<file path="src/rtl/cnt_seq_pkg.sv">
// Shared types and defaults for the cnt_seq counter sequencer.
//   state_t     : two-state run control (IDLE, RUN)
//   DEF_WIDTH   : default counter / limit width
//   DEF_PW      : default completed-period counter width
package cnt_seq_pkg;

    typedef enum logic {
        IDLE = 1'b0,
        RUN  = 1'b1
    } state_t;

    localparam int DEF_WIDTH = 4;
    localparam int DEF_PW    = 8;

endpackage

</file>
<file path="src/rtl/cnt_core.sv">
// Count datapath for cnt_seq: a plain up-counter with clear and enable.
//   clk   : clock, rising edge
//   rst_n : synchronous active-low reset
//   clr   : force count to zero (wins over en)
//   en    : increment count by one
//   cnt   : current count value
module cnt_core
    import cnt_seq_pkg::*;
#(
    parameter int WIDTH = DEF_WIDTH
) (
    input  logic             clk,
    input  logic             rst_n,
    input  logic             clr,
    input  logic             en,
    output logic [WIDTH-1:0] cnt
);

    logic [WIDTH-1:0] cnt_q;

    always_ff @(posedge clk) begin
        if (!rst_n) begin
            cnt_q <= '0;
        end else if (clr) begin
            cnt_q <= '0;
        end else if (en) begin
            cnt_q <= cnt_q + WIDTH'(1);
        end
    end

    assign cnt = cnt_q;

endmodule

</file>
<file path="src/rtl/cnt_seq.sv">
// Counter sequencer: counts 0..limit per period in one-shot or auto-reload
// mode, pulses done at each period end and tracks completed periods.
//   clk     : clock, rising edge
//   rst_n   : synchronous active-low reset
//   start   : request a run (accepted only in IDLE and only without stop)
//   stop    : abort a run; beats start and terminal count
//   limit   : terminal count, latched on accepted start
//   mode    : 0 = one-shot, 1 = auto-reload, latched on accepted start
//   cnt     : current count
//   busy    : high while running
//   done    : one-cycle pulse per completed period
//   periods : completed periods since the last accepted start, saturating
module cnt_seq
    import cnt_seq_pkg::*;
#(
    parameter int WIDTH = DEF_WIDTH,
    parameter int PW    = DEF_PW
) (
    input  logic             clk,
    input  logic             rst_n,
    input  logic             start,
    input  logic             stop,
    input  logic [WIDTH-1:0] limit,
    input  logic             mode,
    output logic [WIDTH-1:0] cnt,
    output logic             busy,
    output logic             done,
    output logic [PW-1:0]    periods
);

    state_t           state_q,   state_d;
    logic [WIDTH-1:0] limit_q,   limit_d;
    logic             mode_q,    mode_d;
    logic [PW-1:0]    periods_q, periods_d;
    logic             done_q,    done_d;
    logic             busy_q,    busy_d;
    logic             clr;
    logic             en;

    // Holds at all-ones instead of wrapping back to zero.
    function automatic logic [PW-1:0] sat_inc(input logic [PW-1:0] v);
        return (&v) ? v : v + PW'(1);
    endfunction

    cnt_core #(
        .WIDTH (WIDTH)
    ) u_core (
        .clk   (clk),
        .rst_n (rst_n),
        .clr   (clr),
        .en    (en),
        .cnt   (cnt)
    );

    always_comb begin
        state_d   = state_q;
        limit_d   = limit_q;
        mode_d    = mode_q;
        periods_d = periods_q;
        done_d    = 1'b0;
        // The count is held at zero everywhere except a mid-period RUN cycle.
        clr       = 1'b1;
        en        = 1'b0;
        case (state_q)
            IDLE: begin
                if (start && !stop) begin
                    state_d   = RUN;
                    limit_d   = limit;
                    mode_d    = mode;
                    periods_d = '0;
                end
            end
            RUN: begin
                if (stop) begin
                    state_d = IDLE;
                end else if (cnt == limit_q) begin
                    done_d    = 1'b1;
                    periods_d = sat_inc(periods_q);
                    if (!mode_q) begin
                        state_d = IDLE;
                    end
                end else begin
                    clr = 1'b0;
                    en  = 1'b1;
                end
            end
            default: begin
                state_d = IDLE;
            end
        endcase
        busy_d = (state_d == RUN);
    end

    always_ff @(posedge clk) begin
        if (!rst_n) begin
            state_q   <= IDLE;
            limit_q   <= '0;
            mode_q    <= 1'b0;
            periods_q <= '0;
            done_q    <= 1'b0;
            busy_q    <= 1'b0;
        end else begin
            state_q   <= state_d;
            limit_q   <= limit_d;
            mode_q    <= mode_d;
            periods_q <= periods_d;
            done_q    <= done_d;
            busy_q    <= busy_d;
        end
    end

    assign busy    = busy_q;
    assign done    = done_q;
    assign periods = periods_q;

endmodule
</file>
<file path="config.mk">
export PLATFORM = sky130hd
export DESIGN_NAME = cnt_seq
export DESIGN_NICKNAME = d
export VERILOG_FILES = /design/src/rtl/cnt_seq_pkg.sv /design/src/rtl/cnt_core.sv /design/src/rtl/cnt_seq.sv
export SDC_FILE = /design/constraint.sdc
export NUM_CORES = 1
export LEC_CHECK = 0
export CORE_MARGIN = 3
export CORE_UTILIZATION = 43
export DETAILED_ROUTE_END_ITERATION = 7
export GPL_TIMING_DRIVEN = 1
export PLACE_DENSITY = 0.73
export SYNTH_ARGS = -nofsm -noshare
export SYNTH_HDL_FRONTEND = slang
export SYNTH_SLANG_ARGS = --single-unit
export TNS_END_PERCENT = 30
</file>
<file path="constraint.sdc">
create_clock -name clk -period 1.6 [get_ports clk]
set_input_delay 0.48 -clock clk [delete_from_list [all_inputs] [get_ports clk]]
set_output_delay 0.48 -clock clk [all_outputs]
set_load 0.01 [all_outputs]
</file>
# After elaboration in Yosys (flattened, before gate mapping)
# Cells that the tools add are included.
# totals
ff_bits	19
wordCells	38
# op_classes
add_sub_neg	2
n_eq_ne	5
mux	16
bitwise_logic	2
n_reduce_logical	7
# ops
op	count
$mux 8	4
$pmux 8 s2	1
$mux 1	10
$add 8x1->8 const B	1
$reduce_and 8->1	1
$ne 2x2->1 const B	3
$add 4x1->4 const B	1
$eq 4x4->1	1
$reduce_and 4->1	1
$reduce_or 3->1	1
$ne 2x1->1 const B	1
$not 1->1	2
$pmux 1 s2	1
$reduce_and 2->1	1
$reduce_or 2->1	1
$logic_and 1x1->1	1
$logic_not 1->1	1

# Logic depth before layout (Yosys ltp)
# depth
depth_word	5
mapped_depth	6
mapped_depth_nobuf	5

# By module
# From an unflattened synthesis, not the netlist that was laid out.
# hier_totals
hier_cells	110
hier_area_um2	948.4
# by_module_without_submodules
mod	instances	cells_each	area_per_inst_um2
cnt_seq	1	93	767.0
cnt_core	1	17	181.4

# Least setup slack after synthesis
# Ideal clock, no wire load.
# synth_path
kind	input port to flip-flop
startpoint	input stop
endpoint	register periods_q[7], in the netlist periods[7]
setup_ps	67
arrival_time_ps	1577
t_required_ps	1533
path_slack_ps	-44
path_stages	5
path_buffers	1
path_cell_list	clkbuf_1 nand3b_1 or4_1 o31a_1 o21ai_2
# synth_via
elab_chain_len	4
word_cells_on_any_way	5
classes_between	2 x eq/ne; 3 x reduce/logical
# synth_rtl
item	line	text
from (decl)	cnt_seq.sv:22	input logic stop,
$logic_not 1->1	cnt_seq.sv:66	if (start && !stop) begin
$logic_and 1x1->1	cnt_seq.sv:66	
$ne 2x2->1 (no line)	n/a	
$reduce_and 4->1 (no line) *	n/a	
to (signal assigned)	cnt_seq.sv:106	periods_q <= periods_d;
to (decl)	cnt_seq.sv:34	logic [PW-1:0] periods_q, periods_d;
# Every way passes the cells marked *; elsewhere a longest branch is shown, timed or not.
# A chain may end at the register's enable or synchronous reset.

# Worst setup path in the final report
# layout_path
startpoint	input start
endpoint	register periods_q[6], in the netlist periods[6]
# layout_via
elab_chain_len	3
# layout_rtl
item	line	text
from (decl)	cnt_seq.sv:21	input logic start,
$logic_and 1x1->1	cnt_seq.sv:66	
$ne 2x2->1 (no line)	n/a	
$reduce_and 4->1 (no line)	n/a	
# Every way passes these cells.

==> run metrics <==
Worst Clk Skew between 0.007 and 0.008 ns; critical path class input port to register; final core utilization approximately 74%; cell area after placement ~1400 um2; initial antenna violation count 0; Mapped Cells 120; area leader, netlist dfxtp_1; ratio of final minimum period to clock period a little over nine tenths; Ports 23; clock buffer depth 2; share of cells above drive strength 1 about 33%; Worst-path clk slew ~0.11 ns; vias in the first global route 968; Pre-Repair DR Iteration Count 4; max_cap viols 0; VDD IR max between 400 and 500 uV; static leakage about 0.00065 uW; commonest non-fill, non-tap cells in the layout 27 x buf_4, 19 x nand2_1, 14 x dlygate4sd2_1; CTS tree yes; most common cell after layout, fill and taps aside buf_4; Clock Tree Root clkbuf_4; Die Wd ~54 um; cell area after synthesis 982 um2; fin cells slightly below 200; Inserted Clock Buffers 3; design area between 1500 and 2000 um2; fin crit period around 1.6 ns; number of remaining DRC errors 0; FMAX around 640 MHz; Clock Latency Late Sink just under 0.3 ns; Ys Warns 0; initial core utilization a little under half; CP max-delay cell clkdlybuf4s50_1; Post-Place Cells 192; Seq/Total Area, Yosys about two fifths; Final Power around 900 uW; Post-DP HPWL 2160 um; WL per Instance 13.5 um; hold slack 0.462 ns; core region area a little over 2000 um2; initial drt markers 22; final setup violation count 0; CP required ~1.8 ns; status complete, no violations; prevailing post-synth register cell dfxtp_1; final wirelength around 2600 um; Hold Vio Cnt, Final 0; Via-to-Cell Ratio 5.30; Final Max Slew Viols 0; Final ANT Viol Nets 0; RSZ-0062 raised after global routing yes; Yosys top cell area share about two fifths; Netlist cell types 39; overall routing resource usage between 20% and 30%; actual slew at the worst max-slew pin ~0.25 ns; async set or reset register ratio after synthesis 0%; htree depth 1; crit path launch type input port; Post-synth EDFFs 0; row cnt 16; Critical Path Max Stage Delay around 0.5 ns; critical path, cell by cell clkdlybuf4s50_1 -> or3b_4 -> buf_4 -> o211ai_1 -> a31oi_1; Hold Crit Class register to register; Total Die Area approximately 2900 um2; clk sinks 19; Worst Path Buf+Inv 2; largest net degree at the start of global routing 13; Syn Area/Cell between 8 and 9 um2; fin nets ~180; CP max FO 7; syn_nets around 130; top cells by area, synth dfxtp_1 39%, nand2_1 7.3%, xnor2_1 4.5%, nand3_1 4.1%, a21oi_1 3.1%; pwr/cell area 588 nW/um2; Vias between 1,000 and 1,500; Post-CTS Setup Bufs 0; ANT cells 0; CP delay by family, top buffers and inverters; Slew HR approximately 83%; WP data arrival 1.75 ns; RePlAce Congestion ~0.85; Area Growth Syn to Fin 55.8%; crit end category register; Overflow after GRT 0; first-pass GRT wire length 4240 um; die height ~54 um; I/O Buffers 22; flop and latch count out of synthesis 19
==> per-layer routing <==
metal | track usage (%) | up-vias | routed length [um]
li1 | - | 533 | -
met1 | 24.2 | 475 | 1170
met2 | 36.5 | 27 | 1340
met3 | 3.60 | 4 | 97
met4 | 6.81 | 0 | 31
met5 | 0 | - | 0
==> power breakdown <==
| group | switching (uW) | total (uW) | internal, uW |
|---|---|---|---|
| clock network | 150 | 243 | 92.9 |
| registers | 12.2 | 495 | 483 |
| logic | 76.7 | 161 | 84.3 |
| total | 239 | 899 | 660 |
==> cell usage after synthesis, types with 2 or more instances <==
master     instances
inv_1              3
nor4_1             2
o2111ai_1          3
xnor2_1            5
ha_1               2
buf_2              2
dfxtp_1           19
nand3b_1           3
a21oi_1            6
and3_1             2
o21ai_0            6
or4_1              3
o211ai_1           3
clkbuf_1           3
nor2_1             8
nand2_1           19
nand3_1            8
o31a_1             2
==> state kept, by name (all words and copies together) (netlist names) <==
name,cells
busy,1
done,1
limit_q,4
mode_q,1
periods,8
u_core.cnt,4
==> worst reg2reg max path: stages (launching register included) <==
cell and delay [ns]:
dfxtp_2 0.38, buf_4 0.15, nand3_1 0.11, or4_1 0.54, o31a_1 0.26, o21ai_2 0.05
==> worst paths after layout <==
kind,startpoint,cells after the start,slack [ns],end
max,start,5,0.03,periods[6]
min,mode_q,2,0.46,mode_q
max reg2reg,periods[3],5,0.06,periods[7]
min reg2reg,mode_q,2,0.46,mode_q
==> kinds of logic after synthesis <==
family / synth area share [%]
flops: 38.7
compound gates: 18.2
mux: 2.17
buf+inv: 3.69
xor+xnor: 5.35
simple gates: 29.3
fa+ha+maj: 2.55
==> final cells by class <==
type                            instances  area (um2)
Timing Repair Buffer                   50         419
Sequential cell                        19         400
Inverter                                4        15.0
Clock inverter                          1        5.00
Clock buffer                            3        22.5
Tap cell                               27        33.8
Fill cell                             159         532
Multi-Input combinational cell         92         634
==> through the flow <==
| stage | setup TNS (ns) | setup slack (ns) |
|---|---|---|
| final | 0 | 0.0333 |
| after CTS | -0.382 | -0.124 |
| after detailed placement | -5.44 | -0.489 |
| after global placement | -5.31 | -0.457 |
| after floorplan | -0.00702 | -0.00322 |
| after global routing | -0.0154 | -0.0154 |
==> timing repair <==
item	in CTS	in global routing
setup endpoints to repair	27	14
gates resized for setup	24	17
hold buffers	0	0
pin swaps	0	3
(Power assumes the default switching activity.)
